File: src/rtl/cpu_pkg.sv
// Shared CPU types: the 32-bit word and the instruction sequencer state encoding.
// SEQ_ERR only exists when SEQ_TIMEOUT_EN is defined.
package cpu_pkg;

    typedef logic [31:0] word_t;

    localparam int SEQ_TIMER_W = 16;

    typedef enum logic [2:0] {
        SEQ_IDLE,
        SEQ_FETCH,
        SEQ_DECODE,
        SEQ_EXEC,
        SEQ_MEM,
        SEQ_WB
`ifdef SEQ_TIMEOUT_EN
        , SEQ_ERR
`endif
    } seq_state_t;

endpackage

File: src/rtl/core_sequencer.sv
// Multi-cycle instruction sequencer: steps FETCH/DECODE/EXEC/MEM/WB and runs the memory bus handshake.
// Optional bus timeout into a sticky ERR state is compiled in with SEQ_TIMEOUT_EN.
module core_sequencer
    import cpu_pkg::*;
#(
    parameter int TIMEOUT_CYCLES = 255
) (
    input  logic        clk,
    input  logic        rst,
    input  logic        en,
    input  logic [31:0] pc,
    input  logic        memRead,
    input  logic        memWrite,
    input  logic [31:0] data_addr,
    input  logic [31:0] data_wdata,
    input  logic        bus_ack,
    input  logic [31:0] bus_rdata,
    output logic [31:0] instr,
    output logic        bus_req,
    output logic        bus_we,
    output logic [31:0] bus_addr,
    output logic [31:0] bus_wdata,
    output logic [31:0] load_data,
    output logic        pc_en,
    output logic        wb_en,
    output logic        busy,
    output logic        err
);

    seq_state_t r_state;
    seq_state_t w_nextState;
    word_t      r_instr;
    word_t      r_loadData;

    assign instr     = r_instr;
    assign load_data = r_loadData;

    // Acks are only honoured from inside a request state, so an ack landing on entry is ignored.
    always_ff @(posedge clk) begin
        if (rst) begin
            r_state    <= SEQ_IDLE;
            r_instr    <= '0;
            r_loadData <= '0;
        end else begin
            r_state <= w_nextState;
            if (r_state == SEQ_FETCH && bus_ack) begin
                r_instr <= bus_rdata;
            end
            if (r_state == SEQ_MEM && bus_ack && !memWrite) begin
                r_loadData <= bus_rdata;
            end
        end
    end

`ifdef SEQ_TIMEOUT_EN
    logic [SEQ_TIMER_W-1:0] r_timer;
    logic                   w_timeout;

    always_ff @(posedge clk) begin
        if (rst) begin
            r_timer <= '0;
        end else if ((r_state == SEQ_FETCH || r_state == SEQ_MEM) && !bus_ack) begin
            r_timer <= r_timer + 1'b1;
        end else begin
            r_timer <= '0;
        end
    end

    assign w_timeout = (r_state == SEQ_FETCH || r_state == SEQ_MEM) && !bus_ack &&
                       (r_timer == SEQ_TIMER_W'(TIMEOUT_CYCLES - 1));
`else
    // The timeout length only matters when the timeout logic is compiled in.
    logic w_unusedTimeoutParam;
    assign w_unusedTimeoutParam = ^TIMEOUT_CYCLES;
`endif

    always_comb begin
        w_nextState = r_state;
        bus_req     = 1'b0;
        bus_we      = 1'b0;
        bus_addr    = '0;
        bus_wdata   = '0;
        pc_en       = 1'b0;
        wb_en       = 1'b0;
        busy        = (r_state != SEQ_IDLE);
        err         = 1'b0;

        case (r_state)
            SEQ_IDLE: begin
                if (en) begin
                    w_nextState = SEQ_FETCH;
                end
            end
            SEQ_FETCH: begin
                bus_req  = 1'b1;
                bus_addr = pc;
                if (bus_ack) begin
                    w_nextState = SEQ_DECODE;
                end
`ifdef SEQ_TIMEOUT_EN
                else if (w_timeout) begin
                    w_nextState = SEQ_ERR;
                end
`endif
            end
            SEQ_DECODE: begin
                w_nextState = SEQ_EXEC;
            end
            SEQ_EXEC: begin
                w_nextState = (memRead || memWrite) ? SEQ_MEM : SEQ_WB;
            end
            SEQ_MEM: begin
                bus_req   = 1'b1;
                bus_we    = memWrite;
                bus_addr  = data_addr;
                bus_wdata = data_wdata;
                if (bus_ack) begin
                    w_nextState = SEQ_WB;
                end
`ifdef SEQ_TIMEOUT_EN
                else if (w_timeout) begin
                    w_nextState = SEQ_ERR;
                end
`endif
            end
            SEQ_WB: begin
                pc_en       = 1'b1;
                wb_en       = 1'b1;
                w_nextState = en ? SEQ_FETCH : SEQ_IDLE;
            end
`ifdef SEQ_TIMEOUT_EN
            SEQ_ERR: begin
                err = 1'b1;
            end
`endif
            default: begin
                w_nextState = SEQ_IDLE;
            end
        endcase
    end

endmodule

File: config.mk
export PLATFORM = sky130hd
export DESIGN_NAME = core_sequencer
export DESIGN_NICKNAME = d
export VERILOG_FILES = /design/src/rtl/cpu_pkg.sv /design/src/rtl/core_sequencer.sv
export SDC_FILE = /design/constraint.sdc
export NUM_CORES = 1
export LEC_CHECK = 0
export CORE_AREA = 2 2 103 105
export CTS_CLUSTER_DIAMETER = 200
export DETAILED_ROUTE_END_ITERATION = 12
export DIE_AREA = 0 0 105 107
export DONT_BUFFER_PORTS = 1
export PLACE_DENSITY = 0.51
export SKIP_LAST_GASP = 1
export SLEW_MARGIN = 20
export SYNTH_ARGS = -nofsm -noshare
export SYNTH_HDL_FRONTEND = slang
export SYNTH_SLANG_ARGS = --single-unit
File: constraint.sdc
create_clock -name clk -period 2.3 [get_ports clk]
set_input_delay 0.115 -clock clk [delete_from_list [all_inputs] [get_ports clk]]
set_output_delay 0.115 -clock clk [all_outputs]
set_load 0.02 [all_outputs]
# Word level (Yosys, flattened, before mapping)
# Index checks and enable logic that the tools add are counted.
[classes]
eq_ne = 8
reduce_logical = 9
n_mux = 11
[op_table]
columns = ["cell", "n"]
rows = [
  ["one-hot mux 32 bit (2 select lines)", 1],
  ["2-to-1 mux 32 bit", 1],
  ["one-hot mux 3 bit (6 select lines)", 1],
  ["2-to-1 mux 3 bit", 3],
  ["equality test 3 x 2 -> 1 bit, second input constant", 2],
  ["equality test 3 bit, second input constant", 2],
  ["inequality test 2 bit, second input constant", 3],
  ["2-to-1 mux 1 bit", 5],
  ["equality test 3 x 1 -> 1 bit, second input constant", 1],
  ["logical AND 1 bit", 3],
  ["zero test 3 bit", 1],
  ["AND reduction 3 bit", 1],
  ["nonzero test 3 bit", 1],
  ["OR reduction 2 bit", 1],
  ["zero test 1 bit", 1],
  ["logical OR 1 bit", 1],
]
[totals]
output_inout_bits = 134
wordCells = 31
input_bits = 134
regBits = 67

# Depth between registers and ports, before layout
[depth]
word_depth = 3
mapped_depth = 6
mapped_depth_nobuf = 3

# Worst setup path after synthesis
# No wires, ideal clock.
[synth_path]
kind = "register to output"
start = "register r_state[2]"
end = "output bus_wdata[22]"
required_ps = 2185
stages_incl_launch_ff = 5
n_path_buf = 2
arrival_ps = 1321
setup_slack_ps = 864
path_cell_list = "dfxtp_1 > nor3b_2 > buf_2 > clkbuf_1 > and2_1"
[synth_via]
elab_chain_len = 2
[synth_lines]
columns = ["item", "line_no", "rtl"]
rows = [
  ["from (decl)", "core_sequencer.sv:30", "seq_state_t r_state;"],
  ["from (signal assigned)", "core_sequencer.sv:45", "r_state <= w_nextState;"],
  ["equality test 3 bit", "core_sequencer.sv:88", "case (r_state)"],
  ["2-to-1 mux 32 bit", "core_sequencer.sv:88", ""],
  ["to (decl)", "core_sequencer.sv:22", "output logic [31:0] bus_wdata,"],
]
# Every way passes these cells.

# Worst setup path in the final report
[layout_path]
start = "register r_state[0]"
end = "register r_instr[0], in the netlist instr[0]"
[layout_via]
elab_chain_len = 2
[layout_lines]
columns = ["item", "line_no", "rtl"]
rows = [
  ["equality test 3 x 1 -> 1 bit", "core_sequencer.sv:46", "if (r_state == SEQ_FETCH && bus_ack) begin"],
  ["logical AND 1 bit", "core_sequencer.sv:46", ""],
  ["to (signal assigned)", "core_sequencer.sv:47", "r_instr <= bus_rdata;"],
  ["to (decl)", "core_sequencer.sv:32", "word_t r_instr;"],
]
# Every way passes these cells.
# A chain may end at the register's enable or synchronous reset.

==> flow_summary.ini <==
[clock_tree]
cts_setup_buffers = 0
clk_latency_ps = 330
cts_tree = built
clock_path_buffers = 2
htree_levels = 3
cts_root_buf = clkbuf_8
cts_sinks = 67
cts_buffers = 9
clk_pin_slew_ps = 80

[grt]
antenna_found_initial = 3
first_global_vias = 2646
grt_usage_pct = 17.6
grt_pass1_wl_um = 15200
grt-ovfl-total = 0
grt_max_degree = 100

[logic_synthesis]
synth_nets = 517
yosys-top-cells-count = dfxtp_1, nand2_1, nand2b_1
ys_seq_area_share_pct = 40.8
synth_top_area_share_pct = 40.8
ys_seq_elements = 67
synth_compound_area_share_pct = 14.3
synth-adder-area-share_pct = 0
synthXorXnorAreaFrac_pct = 0
synth_top_family_by_area = simple AND/OR/NAND/NOR gates
yosys.area.top_type = dfxtp_1
synth_ff_type = dfxtp_1
netlist_instances = 383
yosys.area_share.simple_pct = 28.8
synthMuxAreaShare_pct = 10.4
ys_top_cells_by_area = dfxtp_1, nand2b_1, mux2i_1
ys_warn_count = 0
synth_cell_types = 25
async_flop_share_pct = 0
synth-edff-count = 0
syn-cell-area_sq_mm = 0.00329
yosysMostFrequentCell = dfxtp_1
synth_area_per_cell_sq_um = 8.58

[final_layout]
final_nets = 532
final_cell_count_no_fill = 540
nFillCells = 1044
drive_above_1_share_pct = 6.95
areaGrowthSynthToFinish_pct = 19.5

[worst_setup_path]
critPathTopFamily = buffers and inverters
criticalPathCategory = register to register
path_cells = and4bb_4 -> buf_4 -> nand2_1 -> a21oi_1 -> dlygate4sd3_1
worst-path-buf-inv = 2
worst_path_max_delay_cell = dfxtp_1
cp.arrival_ps = 2370
cp-end-kind = register
critical_path.max_fanout = 22
slowest_delay_ps = 600
start_kind = register
critPathRequiredTime_ps = 2580

[floorplanning]
initial_core_util_pct = 32.6
num_rows = 37
ios = 268
die-height_um = 107
die_w_um = 105
die_area_sq_mm = 0.0112
coreArea_sq_mm = 0.0101

[placed_design]
io_buffer_count = 0
gp_congestion = 0.861
place_hpwl_um = 7670
placed_cells = 488

[timing]
max_freq_ghz = 0.480
fin_worst_skew_ps = 9.40
max_slew_margin_pct = 64.8
fin_crit_sh_pct = 90.5
tns_ps = 0
drv_slew = 0
tightest_slew_ps = 529
rsz0062_at_grt = no
hold_ws_ps = 36.6
hold_viol = 0
fin_crit_ps = 2080
setup_violations = 0

[status]
status = completed

[power]
p_leak_nw = 1.37
combPwrFrac_pct = 15.5
ir_worst_vdd_mv = 0.441
power_frac_clock_pct = 36.8
p_switching_mw = 0.778
p_int_mw = 1.89
finalPower_mw = 2.67
netSwitchingFraction_pct = 29.2
p_per_area_mw_per_mm2 = 679
seq_power_share_pct = 47.8

[detailed_routing]
drtIter0Drc = 139
wire_per_inst_um = 19.0
vias = 2716
drcViolationCount = 0
routed_via_density = 5.03
drtAntennaViolNets = 0
drt_first_pass_iters = 4
wirelength_um = 10300

[hold_path]
worstHoldPathType = primary input to register

[job]
cap_violations = 0
[layer usage]
metal | part of all wire (%) | global-route usage, %
met1 | 40 | 20.4
met2 | 45 | 26.9
met3 | 13 | 11.4
met4 | 1.1 | 4.19
met5 | 0.12 | 0
[flip-flops by register name, indices dropped and copies added, names as in the netlist]
register,count
r_state,3
load_data,32
instr,32
[stage by stage]
stage          setup slack, ps  utilization (%)  area [sq um]
2_1_floorplan              864                -          3290
3_3_place_gp               523             33.1          3340
3_5_place_dp               450             33.1          3340
5_1_grt                   62.5             38.9          3920
4_1_cts                   76.7             38.7          3910
6_report                   217             38.9          3930
[logic make-up (layout without fill, tap and decap cells)]
logic type | after synthesis | in the layout
flops | 67 | 67
mux | 34 | 34
simple gates | 175 | 175
other cells | 1 | 2
buf+inv | 37 | 57
compound gates | 69 | 69
[final cells by class]
| class | instances | area, sq um | area share [%] |
|---|---|---|---|
| clock inverter | 4 | 50.0 | 1.28 |
| timing repair buffer | 41 | 425 | 10.8 |
| tap | 136 | 170 | 4.34 |
| sequential | 67 | 1340 | 34.2 |
| multi-input combinational | 279 | 1790 | 45.6 |
| antenna | 1 | 2.50 | 0.0638 |
| clock buffer | 12 | 145 | 3.70 |
[worst min-delay path, delay by kind of cell]
| family | cells | cell delay, ps |
|---|---|---|
| and+or+nand+nor | 1 | 50 |
| AOI/OAI and AO/OA | 2 | 150 |
[layout by cell type, fill, tap and decap left out, types with 5 or more instances in the layout]
cell type	count
nand2_1	65
a21oi_1	34
a22o_1	32
dlygate4sd3_1	34
clkbuf_8	10
and2_1	35
mux2i_1	32
nand2b_1	64
dfxtp_1	67
buf_4	5
[path summary, 6_finish.rpt]
kind | start | end | slack, ps | depth (start not counted)
setup / recovery | r_state[0]$_SDFFE_PP0P_ | instr[0]$_SDFFE_PP0P_ | 220 | 5
hold / removal | bus_ack | r_state[0]$_SDFFE_PP0P_ | 40 | 3
setup reg to reg | r_state[0]$_SDFFE_PP0P_ | instr[0]$_SDFFE_PP0P_ | 220 | 5
hold reg to reg | instr[10]$_SDFFE_PP0P_ | instr[10]$_SDFFE_PP0P_ | 560 | 2
[power groups by stage]
stage | Combinational [mW] | Clock [mW] | Sequential (mW)
after floorplan | 0.318 | 0 | 1.28
after global placement | 0.324 | 0 | 1.30
after detailed placement | 0.331 | 0 | 1.30
after CTS | 0.413 | 1.02 | 1.27
after global routing | 0.447 | 1.07 | 1.28
final | 0.413 | 0.980 | 1.27
[timing repair]
| item | CTS | global route |
|---|---|---|
| hold buffers | 35 | 0 |
| endpoints found under the hold margin | 67 | 0 |
| gates resized for setup | 0 | 2 |
| setup endpoints to repair | 0 | 1 |
No activity file was read; power rests on OpenSTA's default activity.
